### src/rtl/adc_buffer_streamer.sv
// Reads a full capture buffer through its synchronous read port and streams the
// samples, followed by an optional 16-bit checksum trailer, on a valid/ready link.
module adc_buffer_streamer #(
    parameter int DATA_WIDTH  = 8,
    parameter int ADDR_WIDTH  = 12,
    parameter int DEPTH       = 4096,
    parameter bit CHECKSUM_EN = 1'b1
) (
    input  logic                  adc_clock,
    input  logic                  reset,
    input  logic                  capture_done,
    input  logic                  start_readout,
    output logic [ADDR_WIDTH-1:0] read_addr,
    input  logic [DATA_WIDTH-1:0] read_data,
    output logic [DATA_WIDTH-1:0] m_data,
    output logic                  m_valid,
    input  logic                  m_ready,
    output logic                  m_last,
    output logic                  busy,
    output logic                  readout_done,
    output logic [15:0]           checksum
);

    localparam logic [ADDR_WIDTH-1:0] LAST_ADDR = ADDR_WIDTH'(DEPTH - 1);

    typedef enum logic [2:0] {IDLE, FETCH, CK_LO, CK_HI, DONE} state_t;

    state_t                state, state_next;
    logic                  issue_done;
    logic                  pend;
    logic                  pend_last;
    logic [DATA_WIDTH-1:0] fifo_data [2];
    logic                  fifo_last [2];
    logic                  wr_ptr;
    logic                  rd_ptr;
    logic [1:0]            count;
    logic [15:0]           sum;

    logic                  start_ok;
    logic                  pop;
    logic                  issue;
    logic [DATA_WIDTH-1:0] head_data;
    logic                  head_last;
    logic [15:0]           sample16;

    assign head_data = fifo_data[rd_ptr];
    assign head_last = fifo_last[rd_ptr];
    assign sample16  = 16'(head_data);
    assign start_ok  = start_readout && capture_done && (state == IDLE || state == DONE);
    assign pop       = (state == FETCH) && (count != 2'd0) && m_ready;
    // A read is only issued if its data is guaranteed a FIFO slot when it lands,
    // counting the read already in flight and any pop happening this cycle.
    assign issue     = (state == FETCH) && !issue_done &&
                       (({1'b0, count} + {2'b00, pend}) < (3'd2 + {2'b00, pop}));

    always_comb begin
        state_next = state;
        m_valid    = 1'b0;
        m_data     = '0;
        m_last     = 1'b0;
        case (state)
            IDLE: begin
                if (start_ok) state_next = FETCH;
            end
            FETCH: begin
                m_valid = (count != 2'd0);
                m_data  = head_data;
                m_last  = head_last && !CHECKSUM_EN;
                if (pop && head_last) state_next = CHECKSUM_EN ? CK_LO : DONE;
            end
            CK_LO: begin
                m_valid     = 1'b1;
                m_data[7:0] = sum[7:0];
                if (m_ready) state_next = CK_HI;
            end
            CK_HI: begin
                m_valid     = 1'b1;
                m_data[7:0] = sum[15:8];
                m_last      = 1'b1;
                if (m_ready) state_next = DONE;
            end
            DONE: begin
                if (start_ok) state_next = FETCH;
            end
            default: state_next = IDLE;
        endcase
    end

    assign busy         = (state == FETCH) || (state == CK_LO) || (state == CK_HI);
    assign readout_done = (state == DONE);

    always_ff @(posedge adc_clock) begin
        if (reset) begin
            state        <= IDLE;
            read_addr    <= '0;
            issue_done   <= 1'b0;
            pend         <= 1'b0;
            pend_last    <= 1'b0;
            fifo_data[0] <= '0;
            fifo_data[1] <= '0;
            fifo_last[0] <= 1'b0;
            fifo_last[1] <= 1'b0;
            wr_ptr       <= 1'b0;
            rd_ptr       <= 1'b0;
            count        <= 2'd0;
            sum          <= '0;
            checksum     <= '0;
        end else begin
            state <= state_next;
            if (start_ok) begin
                read_addr  <= '0;
                issue_done <= 1'b0;
                pend       <= 1'b0;
                pend_last  <= 1'b0;
                sum        <= '0;
            end else begin
                pend      <= issue;
                pend_last <= issue && (read_addr == LAST_ADDR);
                if (issue) begin
                    if (read_addr == LAST_ADDR) issue_done <= 1'b1;
                    else                        read_addr  <= read_addr + 1'b1;
                end
                if (pend) begin
                    fifo_data[wr_ptr] <= read_data;
                    fifo_last[wr_ptr] <= pend_last;
                    wr_ptr            <= ~wr_ptr;
                end
                if (pop) begin
                    rd_ptr <= ~rd_ptr;
                    sum    <= sum + sample16;
                end
                if (pend && !pop)      count <= count + 2'd1;
                else if (!pend && pop) count <= count - 2'd1;
                if (CHECKSUM_EN && state == CK_HI && m_ready)
                    checksum <= sum;
                if (!CHECKSUM_EN && pop && head_last)
                    checksum <= sum + sample16;
            end
        end
    end

endmodule

### config.mk
export PLATFORM = sky130hd
export DESIGN_NAME = adc_buffer_streamer
export DESIGN_NICKNAME = d
export VERILOG_FILES = /design/src/rtl/adc_buffer_streamer.sv
export SDC_FILE = /design/constraint.sdc
export NUM_CORES = 1
export LEC_CHECK = 0
export CAP_MARGIN = 20
export CORE_MARGIN = 2
export CORE_UTILIZATION = 39
export DETAILED_ROUTE_END_ITERATION = 7
export SKIP_CTS_REPAIR_TIMING = 1
export SLEW_MARGIN = 20
export SYNTH_ARGS = -nofsm -noshare
export SYNTH_HDL_FRONTEND = slang
export SYNTH_SLANG_ARGS = --single-unit
### constraint.sdc
create_clock -name adc_clock -period 6.22 [get_ports adc_clock]
set_clock_uncertainty 0.1 [all_clocks]
set_input_delay 1.244 -clock adc_clock [delete_from_list [all_inputs] [get_ports adc_clock]]
set_output_delay 1.244 -clock adc_clock [all_outputs]
set_load 0.02 [all_outputs]
# ---- Word-level counts from Yosys, hierarchy flattened
# Memory sizes are Yosys's and may differ from the RTL's. A register that Yosys moved wholly into a read port is not among the register bits.
# Index checks and enable logic that the tools add are counted.
dict set report totals {
  reg_bits 54
  latch_bits 0
  mem_bits_rw 18
  romBits 0
  input_bits 13
  output_inout_bits 40
  word_cells 90
  memories 2
}
# name words width rd rd_ports_with_merged_regs wr line
set mem_list {}
lappend mem_list {fifo_data 2 8 1 1 2 32} ;# logic [DATA_WIDTH-1:0] fifo_data [2];
lappend mem_list {fifo_last 2 1 1 1 2 33} ;# logic fifo_last [2];
dict set report op_classes {
  add_sub_neg 6
  multipliers 0
  div 0
  order_cmp 1
  n_eq_ne 9
  n_shift 0
  n_mux 26
  n_bitwise 4
  n_reduce_logical 32
}
# operator n
set op_table {}
lappend op_table {{$pmux W8 S3} 1}
lappend op_table {{$add A16 B8 Y16} 1}
lappend op_table {{$mux W1} 16}
lappend op_table {{$add A12 B1 Y12 const B} 1}
lappend op_table {{$eq A12 B12 Y1 const B} 1}
lappend op_table {{$mux W3} 4}
lappend op_table {{$pmux W3 S4} 1}
lappend op_table {{$reduce_and A2 Y1} 6}
lappend op_table {{$logic_and A1 B1 Y1} 11}
lappend op_table {{$mux W8} 1}
lappend op_table {{$reduce_or A8 Y1} 1}
lappend op_table {{$eq A3 B2 Y1 const B} 2}
lappend op_table {{$reduce_or A2 Y1} 3}
lappend op_table {{$mux W2} 2}
lappend op_table {{$ne A2 B1 Y1 const B} 2}
lappend op_table {{$ne A2 B2 Y1 const B} 2}
lappend op_table {{$not A1 Y1} 4}
lappend op_table {{$reduce_and A4 Y1} 1}
lappend op_table {{$reduce_bool A2 Y1} 2}
lappend op_table {{$add A2 B1 Y3} 1}
lappend op_table {{$add A2 B1 Y3 const A} 1}
lappend op_table {{$eq A3 B1 Y1 const B} 1}
lappend op_table {{$eq A3 B3 Y1 const B} 1}
lappend op_table {{$logic_not A1 Y1} 3}
lappend op_table {{other kinds (7)} 9}

# ---- Longest topological paths before layout
# Gate-level depths: netlist (run 1).
dict set report logic_depth {
  ltp_word 8
  depth_mapped 10
  ltp_nobuf 9
}

# ---- Least setup slack after synthesis (run 1)
# No wires, ideal clock.
dict set report synth_timing {
  kind {reg2out}
  startpoint {register state[1]}
  endpoint {output m_data[0]}
  t_arrival_ns 1.626
  required_time_ns 4.876
  path_slack_ns 3.250
  path_stages_with_launch 6
  n_path_buf 1
  cell_sequence {dfxtp_1 clkbuf_1 clkinv_1 nor2_1 a22oi_1 nor2_1}
}
dict set report synth_between {
  elab_chain_cells 2
  elab_cells_between_ends 4
  cone_classes {eq/ne (3); mux (1)}
}
# item line
set synth_rtl {}
lappend synth_rtl {{start: declaration} 28} ;# state_t state, state_next;
lappend synth_rtl {{start signal: assignment} 109} ;# state <= state_next;
lappend synth_rtl {{$eq A3 B2 Y1 or $eq A3 B1 Y1 (tied branches)} 61} ;# case (state)
lappend synth_rtl {{$pmux W8 S3 *} 61}
lappend synth_rtl {{end: declaration} 15} ;# output logic [DATA_WIDTH-1:0] m_data,
# Every way passes the cells marked *; elsewhere a longest branch is shown, timed or not.

# ---- Worst setup path in the final report (run 1)
dict set report layout_timing {
  startpoint {register state[1]}
  endpoint {output m_data[6]}
}
# Same word-level chain as after synthesis.

==> results of run 1 <==
kinds of logic after synthesis:
family | after synthesis | synth area share (%)
flops | 73 | 45.4
compound gates | 99 | 16.4
buf+inv | 34 | 3.67
mux | 15 | 4.60
xor+xnor | 8 | 1.94
fa+ha+maj | 13 | 4.70
simple gates | 165 | 23.3
worst register-to-register path, cell delays in order, from the launching register on:
cell and delay [ns]:
dfxtp_1 0.57, mux2_2 0.41, ha_1 0.35, a21oi_1 0.29, o211ai_1 0.25, o31ai_1 0.81, or4_1 0.23, a21oi_1 0.08
synthesized netlist by cell type (all sizes together) (8+ instances only):
cell type  number  share of area, %
a21oi          47               6.5
a22oi           8               1.7
and2           20               3.5
clkbuf         15               1.6
dfxtp          55                30
edfxtp         18                15
ha             12               4.1
inv            14               1.5
mux2           13               4.0
nand2          53               5.5
nand3          13               1.8
nor2           28               2.9
nor3            8               1.1
o21ai          17               2.4
or3            14               2.6
final timing paths:
check | to
hold / removal | checksum[3]$_SDFFE_PP0P_
hold reg to reg | checksum[3]$_SDFFE_PP0P_
setup / recovery | m_data[6]
setup reg to reg | sum[15]$_SDFFE_PP0P_
metrics by stage:
stage / util [%] / total power [mW] / hold slack [ns] / setup WS, ns / instances
global placement: 46.4 / 0.593 / 0.345 / 2.06 / 554
finish: 48.4 / 0.950 / 0.353 / 1.87 / 570
global route: 48.4 / 0.991 / 0.367 / 1.59 / 570
detailed placement: 46.4 / 0.594 / 0.345 / 1.94 / 554
CTS: 48.5 / 0.961 / 0.355 / 1.90 / 570
floorplan: - / 0.563 / 0.350 / 3.25 / 407
final cells by class:
type / instances / area (um^2) / share of cell area [%]
clock buffers: 14 / 153 / 3.46
clock inverters: 2 / 38.8 / 0.879
inverters: 15 / 56.3 / 1.28
multi-input cells: 300 / 1840 / 41.8
flip-flops and latches: 73 / 1640 / 37.2
well taps: 111 / 139 / 3.15
repair buffers: 55 / 538 / 12.2
flip-flops by register name (all words and copies together) (netlist names), 2 cells and up, named ones only:
name,flops
checksum,16
count,2
fifo_data,16
fifo_last,2
read_addr,12
state,3
sum,16
routing by layer:
layer | up-vias | wire (um) | global-route usage [%]
met5 | - | 0 | 0
met2 | 73 | 4090 | 30.3
met4 | 0 | 135 | 5.80
met3 | 10 | 349 | 4.32
met1 | 1395 | 4130 | 23.7
li1 | 1544 | - | -
cell usage in the layout (no fill, tap or decap), types with 3 or more instances in the layout:
master           Yosys  final
o21a_1               6      6
nor2b_1              3      3
or2_2                3      3
inv_1               14     14
dfxtp_1             55     55
xnor2_1              3      3
ha_1                12     12
nand2_1             53     53
edfxtp_1            18     18
and2_1              20     20
o31ai_1              5      5
clkbuf_1            15      4
a22oi_1              8      8
nand4_1              3      3
mux2_2              13     13
nand3_1             13     13
a21oi_1             47     47
clkbuf_8             0     10
or3_1               13     13
a31oi_1              4      4
xor2_1               5      5
o21ai_0             17     17
nor2_1              28     28
nand2b_1             3      3
clkdlybuf4s50_1      0     51
and3_1               4      4
buf_4                1      3
nor3_1               8      8
or4_1                4      4
where the power goes:
group,switching (mW),internal (mW)
registers,0.00917,0.495
clock network,0.169,0.198
logic,0.0454,0.0336
total,0.223,0.726
==> reports/metrics.csv, run 1 <==
metric,value,unit
status,finished clean,
cts_tree,built,
post_dp_cell_area,0.00422,mm^2
rsz0062_at_grt,false,
fmax,0.230,GHz
grt_pass1_vias,2871,
crit_buf_inv,2,
yosys_warnings,0,
synth_edf_count,18,
cts_made_buffers,9,
diodes,0,
synth_flop_cell,dfxtp_1,
cp_max_fo,21,
pin_count,53,
clkTransAtPathRegs,0.07,ns
avgRoutedWirePerCell,15.3,um
drive_gt1_share,8.06,%
reg2reg_depth,7,
syn_area,0.00362,mm^2
slew_viol_final,0,
finalCritPeriodShare,69.9,%
grt_util_all_layers,18.3,%
rows,35,
ant_nets,0,
crit_path_start_kind,flip-flop,
max_cap_violations,0,
dieArea,0.0101,mm^2
hpwl,6.25,mm
synthCells,407,
antenna_found_initial,0,
clk-insertion-delay-late,0.34,ns
crit_chain,clkinv_1 -> nor2_1 -> a22oi_1 -> nor2_1 -> clkdlybuf4s50_1,
critPathKind,flip-flop to output port,
syn_nets,433,
grt_start_max_net_pins,30,
fillCellCount,899,
routed_via_density,5.30,
gp_congestion,0.864,
htree_levels,3,
cp_common_cell,nor2_1,
grt_overflow,0,
area_delta_synth_final,21.9,%
cts_root_buf,clkbuf_8,
die_y,100,um
die_x,100,um
fin_setup_tns,0,ns
crit_start,state[1]$_SDFFE_PP0P_,
clock-sinks,73,
crit_arrival,3.00,ns
cp_slowest_cell,dfxtp_1,
ys_ff_latch,73,
worst_pin_slew,0.880,ns
setup.worst_path.end_class,output port,
powerDensity,215,mW/mm^2
slew_headroom,40.8,%
min-delay-start,checksum[3]$_SDFFE_PP0P_,
coreArea,0.00911,mm^2
required,4.88,ns
postSynth.asyncResetShare,0,%
first_pass_iters,5,
yosysSeqAreaShare,45.4,%
drc,0,
path_delay_family,buffers and inverters,
setup_viol_count_final,0,
hold_depth,2,
nets,480,
vias,3022,
synth_cell_types,50,
drtIter0Drc,183,
io_buffers,52,
cpPeakStageDelay,0.75,ns
period_needed,4.35,ns
vdd_ir_drop_max,0.103,mV
leakagePower,1.54,nW
initial_utilization,39.7,%
worstSetupPathDepth,5,
avgSynthCellArea,8.89,um^2
timing.reg2reg.setup_slack,2.99,ns
cts_buffer_depth,2,
grt_pass1_wl,14.3,mm
hold_viol,0,
routed_wl,8.70,mm
final_area,0.00441,mm^2
hp-class,flip-flop to flip-flop,
(Power assumes the default switching activity.)
==> run 2: changes to the inputs <==
Clock period 6.22 ns to 3.55 ns, I/O delays scaled along.
==> reports/metrics.csv, run 2 (same netlist as run 1, synthesis figures left out) <==
metric,value,unit
cp_common_cell,mux2_2,
pin_count,53,
status,finished clean,
rows,35,
antenna_found_initial,0,
die_y,100,um
gp_congestion,0.879,
clkTransAtPathRegs,0.08,ns
hold_end,checksum[14]$_SDFFE_PP0P_,
path_delay_family,multiplexers,
fin_util,49.3,%
htree_levels,3,
grt_pass1_wl,13.7,mm
grt_start_max_net_pins,29,
routed_via_density,5.23,
r2r-end,sum[13]$_SDFFE_PP0P_,
powerDensity,387,mW/mm^2
reg2reg_depth,8,
slew_headroom,41.2,%
grt_overflow,0,
slew_viol_final,0,
critPathKind,flip-flop to output port,
reg.largest.list,"checksum (16), fifo_data (16), sum (16)",
leakagePower,1.58,nW
vdd_ir_drop_max,0.193,mV
place_inst,561,
cts_buffer_depth,2,
min-delay-start,checksum[14]$_SDFFE_PP0P_,
drc,0,
die_x,100,um
power,1.74,mW
setup_viol_count_final,0,
layout_commonest_cell,dfxtp_1,
finalCritPeriodShare,92.0,%
avgRoutedWirePerCell,14.3,um
routed_wl,8.28,mm
grt_util_all_layers,17.3,%
clk-insertion-delay-late,0.34,ns
coreArea,0.00911,mm^2
cts_root_buf,clkbuf_8,
area_delta_synth_final,24.2,%
cp_max_fo,9,
drtIter0Drc,135,
io_buffers,52,
worst_pin_slew,0.880,ns
required,2.74,ns
first_pass_iters,4,
cts_tree,built,
cts_made_buffers,9,
vias,3015,
timing.reg2reg.setup_slack,0.60,ns
ant_nets,0,
fmax,0.306,GHz
crit_chain,mux2_2 -> mux2_2 -> a22oi_1 -> nor2_1 -> clkdlybuf4s50_1,
max_cap_violations,0,
nets,487,
crit_arrival,2.46,ns
diodes,0,
crit_buf_inv,1,
hp-class,flip-flop to flip-flop,
fin_cells,577,
grt_pass1_vias,2888,
crit_path_start_kind,flip-flop,
drive_gt1_share,10.1,%
cpPeakStageDelay,0.57,ns
initial_utilization,39.7,%
cp_slowest_cell,dfxtp_1,
fin_setup_tns,0,ns
setup.worst_path.end_class,output port,
hpwl,6.09,mm
hold_depth,2,
clock-sinks,73,
rsz0062_at_grt,false,
period_needed,3.27,ns
hold_viol,0,
final_cell_mix,"dfxtp_1 (55), nand2_1 (53), clkdlybuf4s50_1 (52)",
dieArea,0.0101,mm^2
## run 2: cell types whose count changed in the layout (fill, tap and decap cells not counted), sizes merged
cell	previous run	this run
buf	4	10
bufinv	1	2
clkbuf	14	9
clkdlybuf4s50	51	52
clkinv	2	3
clkinvlp	0	2
inv	14	15
## run 2: layout make-up
| class | instances | area (um^2) |
|---|---|---|
| Fill cell | 866 | 4610 |
| Clock inverter | 7 | 93.8 |
| Multi-Input combinational cell | 300 | 1840 |
| Timing Repair Buffer | 62 | 596 |
| Inverter | 15 | 56.3 |
| Clock buffer | 9 | 124 |
| Sequential cell | 73 | 1640 |
| Tap cell | 111 | 139 |
## run 2: worst max-delay path by stage
| stage | startpoint | end | slack, ns | cells past startpoint |
|---|---|---|---|---|
| floorplan | flip-flop | sum[13]$_SDFFE_PP0P_ | 0.82 | 8 |
| global placement | capture_done | fifo_data[1][1]$_SDFFCE_PN0P_ | 0.53 | 5 |
| detailed placement | capture_done | fifo_data[1][0]$_SDFFCE_PN0P_ | 0.44 | 5 |
| CTS | flip-flop | m_data[5] | 0.25 | 5 |
| global route | state[1]$_SDFFE_PP0P_ | m_data[6] | 0.17 | 5 |
| finish | flip-flop | m_data[5] | 0.28 | 5 |
## run 2: routing by layer
layer | routed length, um | GRT usage, % | vias to the layer above
li1 | - | - | 1556
met1 | 3780 | 21.9 | 1376
met2 | 3920 | 28.8 | 68
met3 | 328 | 2.51 | 15
met4 | 243 | 9.06 | 0
met5 | 0 | 0 | -
## run 2: power by group
part / leakage (nW) / switching (mW) / internal, mW
sequential: 0.629 / 0.0119 / 0.866
combinational: 0.847 / 0.0825 / 0.0646
clock: 0.106 / 0.319 / 0.395
## run 2: metrics by stage
step	hold WS, ns	setup slack (ns)	area [um^2]
floorplan	0.350	0.818	3620
global placement	0.342	0.532	4280
detailed placement	0.345	0.444	4280
CTS	0.356	0.248	4490
global route	0.373	0.174	4490
finish	0.353	0.283	4490
## run 2: worst min-delay path, delay by kind of cell (launching register included)
family          cells  cell delay (ns)
flops               1             0.31
simple gates        1             0.05
compound gates      1             0.05
==> run 3: changes to the inputs <==
Settings changed: PLACE_DENSITY from default to 0.68.
==> reports/metrics.csv, run 3 (same netlist as run 1, synthesis figures left out) <==
metric,value,unit
layout_commonest_cell,dfxtp_1,
period_needed,3.22,ns
pin_count,53,
hp-class,flip-flop to flip-flop,
status,finished clean,
cts_made_buffers,9,
leakagePower,1.57,nW
crit_path_end,m_data[5],
post_dp_cell_area,0.00426,mm^2
io_buffers,52,
rows,35,
final_area,0.00447,mm^2
grt_util_all_layers,18.1,%
setup.worst_path.end_class,output port,
ant_nets,0,
die_x,100,um
diodes,0,
die_y,100,um
clk-insertion-delay-late,0.35,ns
reg2reg_depth,8,
critPathKind,flip-flop to output port,
routed_via_density,5.43,
fin_cells,575,
power,1.69,mW
routed_wl,8.48,mm
hold_depth,2,
coreArea,0.00911,mm^2
grt_start_max_net_pins,27,
grt_pass1_vias,2978,
setup_viol_count_final,0,
vias,3121,
powerDensity,379,mW/mm^2
grt_pass1_wl,14.3,mm
required,2.74,ns
fillCellCount,858,
final_cell_mix,"dfxtp_1 (55), nand2_1 (53), clkdlybuf4s50_1 (52)",
avgRoutedWirePerCell,14.7,um
fin_util,49.1,%
gp_congestion,0.986,
timing.reg2reg.setup_slack,0.58,ns
drive_gt1_share,9.70,%
place_inst,559,
reg.largest.list,"checksum (16), fifo_data (16), sum (16)",
dp_slack,0.503,ns
slew_headroom,47.7,%
slew_viol_final,0,
cts_root_buf,clkbuf_8,
fin_setup_tns,0,ns
initial_utilization,39.7,%
r2r-end,sum[13]$_SDFFE_PP0P_,
fmax,0.310,GHz
first_pass_iters,6,
clkTransAtPathRegs,0.08,ns
hold_viol,0,
dieArea,0.0101,mm^2
hpwl,6.16,mm
nets,485,
clock-sinks,73,
worst_pin_slew,0.783,ns
finalCritPeriodShare,90.8,%
area_delta_synth_final,23.6,%
whs,0.356,ns
max_cap_violations,0,
crit_arrival,2.41,ns
worst_slack,0.328,ns
cp_max_fo,9,
grt_overflow,0,
drc,0,
crit_path_start_kind,flip-flop,
htree_levels,3,
rsz0062_at_grt,false,
drtIter0Drc,166,
antenna_found_initial,0,
cts_buffer_depth,2,
cts_tree,built,
vdd_ir_drop_max,0.190,mV
==> run 3: worst min-delay path by stage <==
stage / slack, ns / endpoint / from
after floorplan: 0.35 / checksum[10]$_SDFFE_PP0P_ / sum[10]$_SDFFE_PP0P_
after global placement: 0.34 / checksum[8]$_SDFFE_PP0P_ / checksum[8]$_SDFFE_PP0P_
after detailed placement: 0.35 / checksum[10]$_SDFFE_PP0P_ / checksum[10]$_SDFFE_PP0P_
after CTS: 0.36 / checksum[6]$_SDFFE_PP0P_ / checksum[6]$_SDFFE_PP0P_
after global routing: 0.38 / checksum[4]$_SDFFE_PP0P_ / checksum[4]$_SDFFE_PP0P_
final: 0.36 / checksum[10]$_SDFFE_PP0P_ / checksum[10]$_SDFFE_PP0P_
==> run 3: cell type report <==
| class | instances | area (um^2) | share of cell area (%) |
|---|---|---|---|
| well taps | 111 | 139 | 3.11 |
| clock buffers | 13 | 190 | 4.25 |
| inverters | 15 | 56.3 | 1.26 |
| clock inverters | 3 | 20.0 | 0.448 |
| repair buffers | 60 | 581 | 13.0 |
| multi-input cells | 300 | 1840 | 41.2 |
| flip-flops and latches | 73 | 1640 | 36.7 |
==> run 3: critical path: stages, from the launching register on <==
cell	delay [ns]
dfxtp_1	0.56
mux2_2	0.42
mux2_2	0.27
a22oi_1	0.18
nor2_1	0.08
clkdlybuf4s50_1	0.56
==> run 3: power breakdown <==
| part | switching, mW | internal [mW] | leakage [nW] |
|---|---|---|---|
| logic | 0.0837 | 0.0632 | 0.837 |
| clock network | 0.315 | 0.353 | 0.103 |
| registers | 0.0122 | 0.866 | 0.629 |
==> run 3: per-layer routing <==
| metal | global-route usage [%] | wire [um] |
|---|---|---|
| met2 | 27.5 | 3740 |
| met5 | 0 | 0 |
| met3 | 2.72 | 575 |
| met1 | 25.6 | 4000 |
| met4 | 7.69 | 164 |
